## src/rtl/request_grant_pkg.sv

```systemverilog
// Shared sizing and types for the request/grant scheduler slice.
// Optional pending_count output is enabled by REQUEST_GRANT_PENDING_COUNT_EN.
package request_grant_pkg;

    localparam int DEFAULT_WIDTH = 16;

    // Index width for a request vector; a single line still needs one bit.
    function automatic int idx_w(input int width);
        return (width > 1) ? $clog2(width) : 1;
    endfunction

    localparam int DEFAULT_IDX_W = idx_w(DEFAULT_WIDTH);

    typedef logic [DEFAULT_WIDTH-1:0] req_vec_t;
    typedef logic [DEFAULT_IDX_W-1:0] grant_idx_t;

    // The grant slot is either empty or holding an index for the consumer.
    typedef enum logic {
        ST_EMPTY = 1'b0,
        ST_HOLD  = 1'b1
    } slot_state_t;

endpackage

```

## src/rtl/request_grant_scheduler_pick.sv

```systemverilog
// Combinational picker: highest set index of a vector, plus any-set and
// more-than-one-set flags.
module pending_highest_pick
    import request_grant_pkg::*;
#(
    parameter  int WIDTH = DEFAULT_WIDTH,
    localparam int IDX_W = idx_w(WIDTH)
) (
    input  logic [WIDTH-1:0] vec,
    output logic [IDX_W-1:0] index,
    output logic             any,
    output logic             multi
);

    always_comb begin
        index = '0;
        // Ascending scan so the last (highest) set bit wins.
        for (int i = 0; i < WIDTH; i++) begin
            if (vec[i]) begin
                index = IDX_W'(i);
            end
        end
        any   = |vec;
        // Clearing the lowest set bit leaves something only if two or more were set.
        multi = |(vec & (vec - WIDTH'(1)));
    end

endmodule

```

## src/rtl/request_grant_scheduler.sv

```systemverilog
// Sticky request accumulator issuing one grant per handshake, highest index first.
// Define REQUEST_GRANT_PENDING_COUNT_EN to add the registered pending_count output.
module request_grant_scheduler
    import request_grant_pkg::*;
#(
    parameter  int WIDTH = DEFAULT_WIDTH,
    localparam int IDX_W = idx_w(WIDTH)
) (
    input  logic             clk,
    input  logic             rst_n,
    input  logic [WIDTH-1:0] req_set,
    input  logic             flush,
    output logic             grant_valid,
    input  logic             grant_ready,
    output logic [IDX_W-1:0] grant_index,
    output logic             grant_more,
    output logic             pending_any
`ifdef REQUEST_GRANT_PENDING_COUNT_EN
    ,
    output logic [IDX_W:0]   pending_count
`endif
);

    // Handshake: a grant transfers on a rising edge where grant_valid and
    // grant_ready are both high; grant_index/grant_more hold while valid && !ready.

    slot_state_t      state_q, state_d;
    logic [WIDTH-1:0] pending_q, pending_d;
    logic [WIDTH-1:0] load_mask;
    logic [IDX_W-1:0] index_q, index_d;
    logic             more_q, more_d;
    logic [IDX_W-1:0] pick_index;
    logic             pick_any;
    logic             pick_multi;
    logic             slot_free;
    logic             load;

    pending_highest_pick #(
        .WIDTH (WIDTH)
    ) u_pick (
        .vec   (pending_q),
        .index (pick_index),
        .any   (pick_any),
        .multi (pick_multi)
    );

    // Selection looks only at the registered vector, so same-cycle requests wait.
    always_comb begin
        slot_free = (state_q == ST_EMPTY) || grant_ready;
        load      = slot_free && pick_any;
        load_mask = '0;
        if (load) begin
            load_mask[pick_index] = 1'b1;
        end
    end

    always_comb begin
        state_d   = state_q;
        index_d   = index_q;
        more_d    = more_q;
        pending_d = (pending_q & ~load_mask) | req_set;
        if (flush) begin
            state_d   = ST_EMPTY;
            pending_d = '0;
        end else if (load) begin
            state_d = ST_HOLD;
            index_d = pick_index;
            more_d  = pick_multi;
        end else if (slot_free) begin
            state_d = ST_EMPTY;
        end
    end

    always_ff @(posedge clk) begin
        if (!rst_n) begin
            state_q   <= ST_EMPTY;
            pending_q <= '0;
            index_q   <= '0;
            more_q    <= 1'b0;
        end else begin
            state_q   <= state_d;
            pending_q <= pending_d;
            index_q   <= index_d;
            more_q    <= more_d;
        end
    end

    assign grant_valid = (state_q == ST_HOLD);
    assign grant_index = index_q;
    assign grant_more  = more_q;
    assign pending_any = |pending_q;

`ifdef REQUEST_GRANT_PENDING_COUNT_EN
    logic [IDX_W:0] count_d, count_q;

    always_comb begin
        count_d = '0;
        for (int i = 0; i < WIDTH; i++) begin
            count_d = count_d + (IDX_W + 1)'(pending_d[i]);
        end
    end

    always_ff @(posedge clk) begin
        if (!rst_n) begin
            count_q <= '0;
        end else begin
            count_q <= count_d;
        end
    end

    assign pending_count = count_q;
`endif

endmodule
```

## config.mk

```make
export PLATFORM = sky130hd
export DESIGN_NAME = request_grant_scheduler
export DESIGN_NICKNAME = d
export VERILOG_FILES = /design/src/rtl/request_grant_pkg.sv /design/src/rtl/request_grant_scheduler_pick.sv /design/src/rtl/request_grant_scheduler.sv
export SDC_FILE = /design/constraint.sdc
export NUM_CORES = 1
export LEC_CHECK = 0
export ABC_AREA = 1
export BUFFER_PORTS_ARGS = -buffer_cell sky130_fd_sc_hd__buf_4
export CORE_MARGIN = 2
export CORE_UTILIZATION = 35
export DETAILED_ROUTE_END_ITERATION = 8
export HOLD_SLACK_MARGIN = 0.03
export PLACE_DENSITY = 0.58
export SLEW_MARGIN = 25
export SYNTH_ARGS = -nofsm -noshare
export SYNTH_HDL_FRONTEND = slang
export SYNTH_SLANG_ARGS = --single-unit
```

## constraint.sdc

```tcl
create_clock -name clk -period 1.37 [get_ports clk]
set_input_delay 0.137 -clock clk [delete_from_list [all_inputs] [get_ports clk]]
set_output_delay 0.137 -clock clk [all_outputs]
set_load 0.005 [all_outputs]
```

==> flow_metrics.py, run 1 <==
metrics = {
    "layout": {
        "finalNetCount": 282,
        "stdcell_count": 308,
        "diodes": 0,
        "syn_to_final_growth_pct": 62.5,
        "drive_gt1_frac": 0.577,
        "nFillCells": 353,
        "utilization": 0.587,
    },
    "placed_design": {
        "io_buffers": 26,
        "placed_cells_incl_taps": 296,
        "place_congestion": 0.851,
        "dpl.hpwl_mm": 2.66,
    },
    "grt": {
        "grt_use_total": 0.185,
        "grt_first_pass_wirelength_mm": 6.11,
        "overflow": 0,
        "antenna_found_initial": 0,
        "grt_max_degree": 16,
        "grt_pass1_vias": 1368,
    },
    "worst_setup_path": {
        "rr_worst_depth": 18,
        "reg2reg_to": "pending_q[11]",
        "cp.required_ps": 1520,
        "crit_top_cell": "nand2_1",
        "path_cells": "inv_2 > nand2_2 > nand2_2 > nand2_2 > nand2_1 > nand2_1 > nand2_1 > nand2_1 > nand2_1 > nand2_1 > nand2_1 > nand2_2 > nand2_4 > nand2_4 > nand2_4 > nand3_2 > nand2_2 > a21oi_2",
        "end_kind": "register",
        "cp_slowest_stage_delay_ps": 330,
        "slowest_stage": "dfxtp_2",
        "critPathMaxFanout": 6,
        "worstSetupStartpointType": "register",
        "crit_path_start": "pending_q[2]",
        "crit_end": "pending_q[11]",
        "r2r-start": "pending_q[2]",
        "critPathKind": "register to register",
        "cp_data_arrival_time_ps": 1760,
        "rrSetupSlack_ps": -240,
    },
    "detailed_routing": {
        "drc": 0,
        "firstDrtPassIters": 4,
        "detail_route.iter0.violations": 45,
        "via_count": 1429,
        "final_antenna_net_count": 0,
        "wire_per_inst_um": 12.0,
        "avgViaCountPerCell": 4.64,
        "wirelength_mm": 3.70,
    },
    "sta": {
        "setup_tns_ps": -3510,
        "slew_violations": 0,
        "fin_hold_ws_ps": 79.7,
        "setup_viol": 21,
        "finClkSkew_ps": 4.67,
        "hold_viol_final": 0,
        "rsz0062_at_grt": "yes",
        "worst_pin_slew_ps": 310,
        "setup_slack_ps": -238,
        "period_share": 1.17,
        "max_freq_ghz": 0.622,
        "finalCriticalPeriod_ps": 1610,
        "slew-limit-headroom": 0.793,
    },
    "synthesis": {
        "synthDominantAreaCellType": "dfxtp_1",
        "netlist-cell-type-count": 25,
        "synth_edf_count": 0,
        "synth-seq-area-share": 0.338,
        "yosysTopAreaCellShare": 0.338,
        "yosysWarnings": 0,
        "yosysMostFrequentCell": "nand2_1",
        "async_flop_share": 0,
        "synth_ff_type": "dfxtp_1",
        "syn_avg_cell_area_sq_um": 6.86,
        "syn_nets": 210,
        "netlist_area_sq_um": 1300,
        "synthTopCellsByArea": "dfxtp_1 (34%), nand2_1 (9.8%), inv_1 (9.2%)",
        "ys_seq_elements": 22,
        "syn_inst": 190,
        "synth_common_cells": "nand2_1 (34), inv_1 (32), dfxtp_1 (22)",
    },
    "power_and_ir_drop": {
        "clockPowerShare": 0.213,
        "total_power_w": 0.00186,
        "swShare": 0.337,
        "peakVddDrop_mv": 0.502,
        "combPwrFrac": 0.401,
        "p_leak_nw": 1.01,
        "power_density_nw_per_um2": 878,
        "seqPwrFrac": 0.386,
        "p_int_w": 0.00123,
        "power.switching_w": 0.000625,
    },
    "clocking": {
        "cts_tree": "done",
        "cts-buffers-inserted": 3,
        "clock_path_buffers": 2,
        "ctsHtreeMaxLevel": 1,
        "clkLatencyLatePin_ps": 260,
        "cts_hold_buf": 0,
        "numClockSinks": 22,
        "root_buffer": "clkbuf_8",
        "clk_pin_slew_ps": 80,
    },
    "run_status": {
        "violations": "negative setup slack",
        "status": "finished, violations left",
    },
    "flow_run": {
        "cap_violations": 0,
    },
    "floorplanning": {
        "coreArea_sq_um": 3610,
        "row_count": 22,
        "fp.dieArea_sq_um": 4230,
        "die_h_um": 65.0,
        "boundaryPins": 27,
        "start_util": 0.361,
        "die-width_um": 65.0,
    },
    "min_path": {
        "min_path_type": "primary input to register",
    },
}
layout make-up:
type	count	area (sq um)	area share
Clock buffer	3	41.3	0.0195
Inverter	41	156	0.0739
Multi-Input combinational cell	127	881	0.416
Sequential cell	22	453	0.214
Tap cell	48	60.1	0.0284
Timing Repair Buffer	67	526	0.248
flip-flops by register name, indices dropped and copies added, names as in the netlist:
name         flops
grant_more       1
pending_q       16
grant_valid      1
grant_index      4
power by group through the flow:
stage          combinational [W]  clock (W)  sequential [W]
2_1_floorplan           0.000324          0        0.000728
3_3_place_gp            0.000589          0        0.000725
3_5_place_dp            0.000590          0        0.000724
4_1_cts                 0.000702   0.000405        0.000716
5_1_grt                 0.000811   0.000447        0.000722
6_report                0.000745   0.000397        0.000716
worst min-delay path by stage:
stage	end	cells past startpoint	slack, ps	startpoint
5_1_grt	pending_q[1]	3	80	req_set[1]
6_report	pending_q[13]	3	80	req_set[13]
2_1_floorplan	pending_q[1]	2	250	req_set[1]
3_5_place_dp	pending_q[9]	3	350	req_set[9]
3_3_place_gp	pending_q[13]	3	350	req_set[13]
4_1_cts	pending_q[9]	3	80	req_set[9]
routing by layer:
layer / vias to the layer above / part of all wire / global-route usage
met5: - / 0 / 0
met4: 0 / 0.0062 / 0.0399
met3: 4 / 0.035 / 0.0260
met2: 25 / 0.50 / 0.313
met1: 651 / 0.46 / 0.248
li1: 749 / - / -
per-stage QoR:
| step | instance area, sq um | setup WS [ps] |
|---|---|---|
| 6_report | 2120 | -238 |
| 2_1_floorplan | 1330 | -13.4 |
| 3_3_place_gp | 1830 | -247 |
| 5_1_grt | 2120 | -418 |
| 4_1_cts | 2050 | -200 |
| 3_5_place_dp | 1830 | -232 |
layout by cell type, fill, tap and decap left out, types with 5 or more instances in the layout:
cell,instances
nor2_4,9
dfxtp_2,7
nand3_2,6
a21oi_1,10
o21ai_0,6
nor2_1,12
nand4_1,5
o21ai_2,6
dfxtp_1,14
nand2_4,5
buf_4,61
nand2_2,17
buf_6,6
a21oi_2,11
inv_2,8
inv_1,32
nand2_1,22
kinds of logic (layout without fill, tap and decap cells):
logic type,count (synthesis),in the layout,share of synthesized area
AOI/OAI and AO/OA,44,44,0.200
DFF,22,22,0.338
buffers and inverters,42,111,0.121
and+or+nand+nor,82,83,0.341
worst max-delay path: cells and delay by family, from the launching register on:
kind                   cells  cell delay [ps]
AOI/OAI and AO/OA          1               40
DFF                        1              330
and+or+nand+nor           16             1050
buffers and inverters      1               80
timing repair:
action,in CTS,in global routing
buffers inserted,7,2
gates resized for setup,39,16
setup endpoints to repair,21,22
gates cloned,1,0
pin swaps,10,16
Note: power is estimated with default switching activity, not from simulation.
==> run 2: changes to the inputs <==
--- a/config.mk
+++ b/config.mk
@@ -6,7 +6,7 @@
 export NUM_CORES = 1
 export LEC_CHECK = 0
 export ABC_AREA = 1
-export BUFFER_PORTS_ARGS = -buffer_cell sky130_fd_sc_hd__buf_4
+export BUFFER_PORTS_ARGS = -buffer_cell sky130_fd_sc_hd__buf_2
 export CORE_MARGIN = 2
 export CORE_UTILIZATION = 35
 export DETAILED_ROUTE_END_ITERATION = 8
==> run 2 against run 1 <==
  * The run still ends with negative setup slack left
  * Core utilization shrank 3.2 points
  * Global-route usage down 0.66 points
  * Via count fell by 0.91%
  * Cell area decreased by 5.4%
  * Non-clock buffer count is 1 higher
  * Largest cell class unchanged
==> flow_metrics.py, run 2 (synthesis gave the netlist of run 1 again) <==
metrics = {
    "floorplanning": {
        "die_h_um": 65.0,
        "die-width_um": 65.0,
        "fp.dieArea_sq_um": 4230,
        "row_count": 22,
        "coreArea_sq_um": 3610,
        "boundaryPins": 27,
        "start_util": 0.361,
    },
    "placed_design": {
        "place_congestion": 0.828,
        "dp_slack_ps": -286,
        "placed_cells_incl_taps": 293,
        "dpl.hpwl_mm": 2.58,
        "placed_cell_area_sq_um": 1740,
        "io_buffers": 26,
    },
    "worst_setup_path": {
        "rrSetupSlack_ps": -220,
        "r2r-start": "pending_q[2]",
        "rr_worst_depth": 12,
        "crit_path_start": "pending_q[2]",
        "cp_data_arrival_time_ps": 1720,
        "crit_end": "pending_q[8]",
        "worstSetupStartpointType": "register",
        "end_kind": "register",
        "critPathMaxFanout": 10,
        "cp.required_ps": 1500,
        "reg2reg_to": "pending_q[8]",
        "critPathKind": "register to register",
    },
    "clocking": {
        "clock_path_buffers": 2,
        "clk_pin_slew_ps": 80,
        "cts_tree": "done",
        "clkLatencyLatePin_ps": 260,
        "numClockSinks": 22,
        "cts-buffers-inserted": 3,
        "root_buffer": "clkbuf_8",
        "ctsHtreeMaxLevel": 1,
    },
    "detailed_routing": {
        "wirelength_mm": 3.38,
        "via_count": 1416,
        "final_antenna_net_count": 0,
        "firstDrtPassIters": 4,
        "wire_per_inst_um": 11.0,
        "avgViaCountPerCell": 4.58,
        "detail_route.iter0.violations": 36,
        "drc": 0,
    },
    "run_status": {
        "status": "finished, violations left",
        "violations": "negative setup slack",
    },
    "power_and_ir_drop": {
        "power_density_nw_per_um2": 889,
        "p_leak_nw": 0.985,
        "peakVddDrop_mv": 0.495,
    },
    "layout": {
        "utilization": 0.555,
        "final_common_cell": "buf_4",
        "drive_gt1_frac": 0.529,
        "syn_to_final_growth_pct": 53.7,
        "diodes": 0,
        "stdcell_count": 309,
        "mostFrequentLayoutCells": "buf_4 (37), inv_1 (32), nand2_1 (27)",
        "design_area_sq_um": 2000,
        "regMostFlops": "pending_q",
        "finalNetCount": 283,
        "largest_reg_flops": 16,
    },
    "sta": {
        "period_share": 1.16,
        "setup_slack_ps": -221,
        "worst_pin_slew_ps": 547,
        "setup_viol": 21,
        "max_freq_ghz": 0.628,
        "finClkSkew_ps": 7.69,
        "slew_violations": 0,
        "rsz0062_at_grt": "yes",
        "slew-limit-headroom": 0.635,
        "finalCriticalPeriod_ps": 1590,
        "setup_tns_ps": -3590,
        "hold_viol_final": 0,
    },
    "grt": {
        "grt_pass1_vias": 1380,
        "grt_max_degree": 16,
        "grt_use_total": 0.178,
        "overflow": 0,
        "antenna_found_initial": 0,
        "grt_first_pass_wirelength_mm": 6.01,
    },
    "flow_run": {
        "cap_violations": 0,
    },
    "min_path": {
        "min_path_type": "primary input to register",
    },
}
run 2: critical path, stage by stage, from the launching register on:
cell	delay [ps]
dfxtp_2	330
inv_2	60
nand2_2	70
nand2_2	60
nand2_1	60
nand2_1	60
nand2_1	50
nand2_1	70
nand2_2	60
nor2_4	200
inv_4	100
o31ai_1	230
a21oi_1	100
run 2: metal layers:
| metal | vias to the layer above | GRT usage | share of wire | routed length [um] |
|---|---|---|---|---|
| met4 | 0 | 0.0505 | 0.0074 | 25 |
| met2 | 19 | 0.305 | 0.48 | 1620 |
| met1 | 643 | 0.231 | 0.48 | 1630 |
| met3 | 4 | 0.0278 | 0.032 | 108 |
| met5 | - | 0 | 0 | 0 |
| li1 | 750 | - | - | - |
run 2: area by class of cell:
type                            count  area (sq um)
Tap cell                           48          60.1
Fill cell                         334          1600
Clock buffer                        3          41.3
Timing Repair Buffer               68           473
Multi-Input combinational cell    127           811
Sequential cell                    22           458
Inverter                           41           159
run 2: repair_timing:
| action | in CTS | in global routing |
|---|---|---|
| hold buffers | 0 | 0 |
| resized for setup | 25 | 12 |
| endpoints found under the setup margin | 21 | 23 |
| pin swaps | 14 | 10 |
| setup buffers | 9 | 3 |
| gates cloned | 1 | 0 |
run 2: metrics by stage:
step / hold WS, ps / power, W
floorplan: 254 / 0.00105
global placement: 351 / 0.00127
detailed placement: 356 / 0.00127
CTS: 84.8 / 0.00175
global route: 87.4 / 0.00190
finish: 85.8 / 0.00178
run 2: power by group:
group | internal, W | switching (W) | total [W] | leakage [nW]
Clock | 0.000196 | 0.000197 | 0.000393 | 0.0216
Sequential | 0.000680 | 0.0000319 | 0.000712 | 0.186
Combinational | 0.000319 | 0.000356 | 0.000675 | 0.778
Total | 0.00120 | 0.000585 | 0.00178 | 0.985
run 2: how the worst min path moves through the flow:
stage                            from            end  depth (start not counted)
after floorplan            req_set[1]   pending_q[1]                          2
after global placement    req_set[13]  pending_q[13]                          3
after detailed placement   req_set[1]   pending_q[1]                          3
after CTS                  req_set[1]   pending_q[1]                          3
after global routing       req_set[1]   pending_q[1]                          3
final                     req_set[13]  pending_q[13]                          3
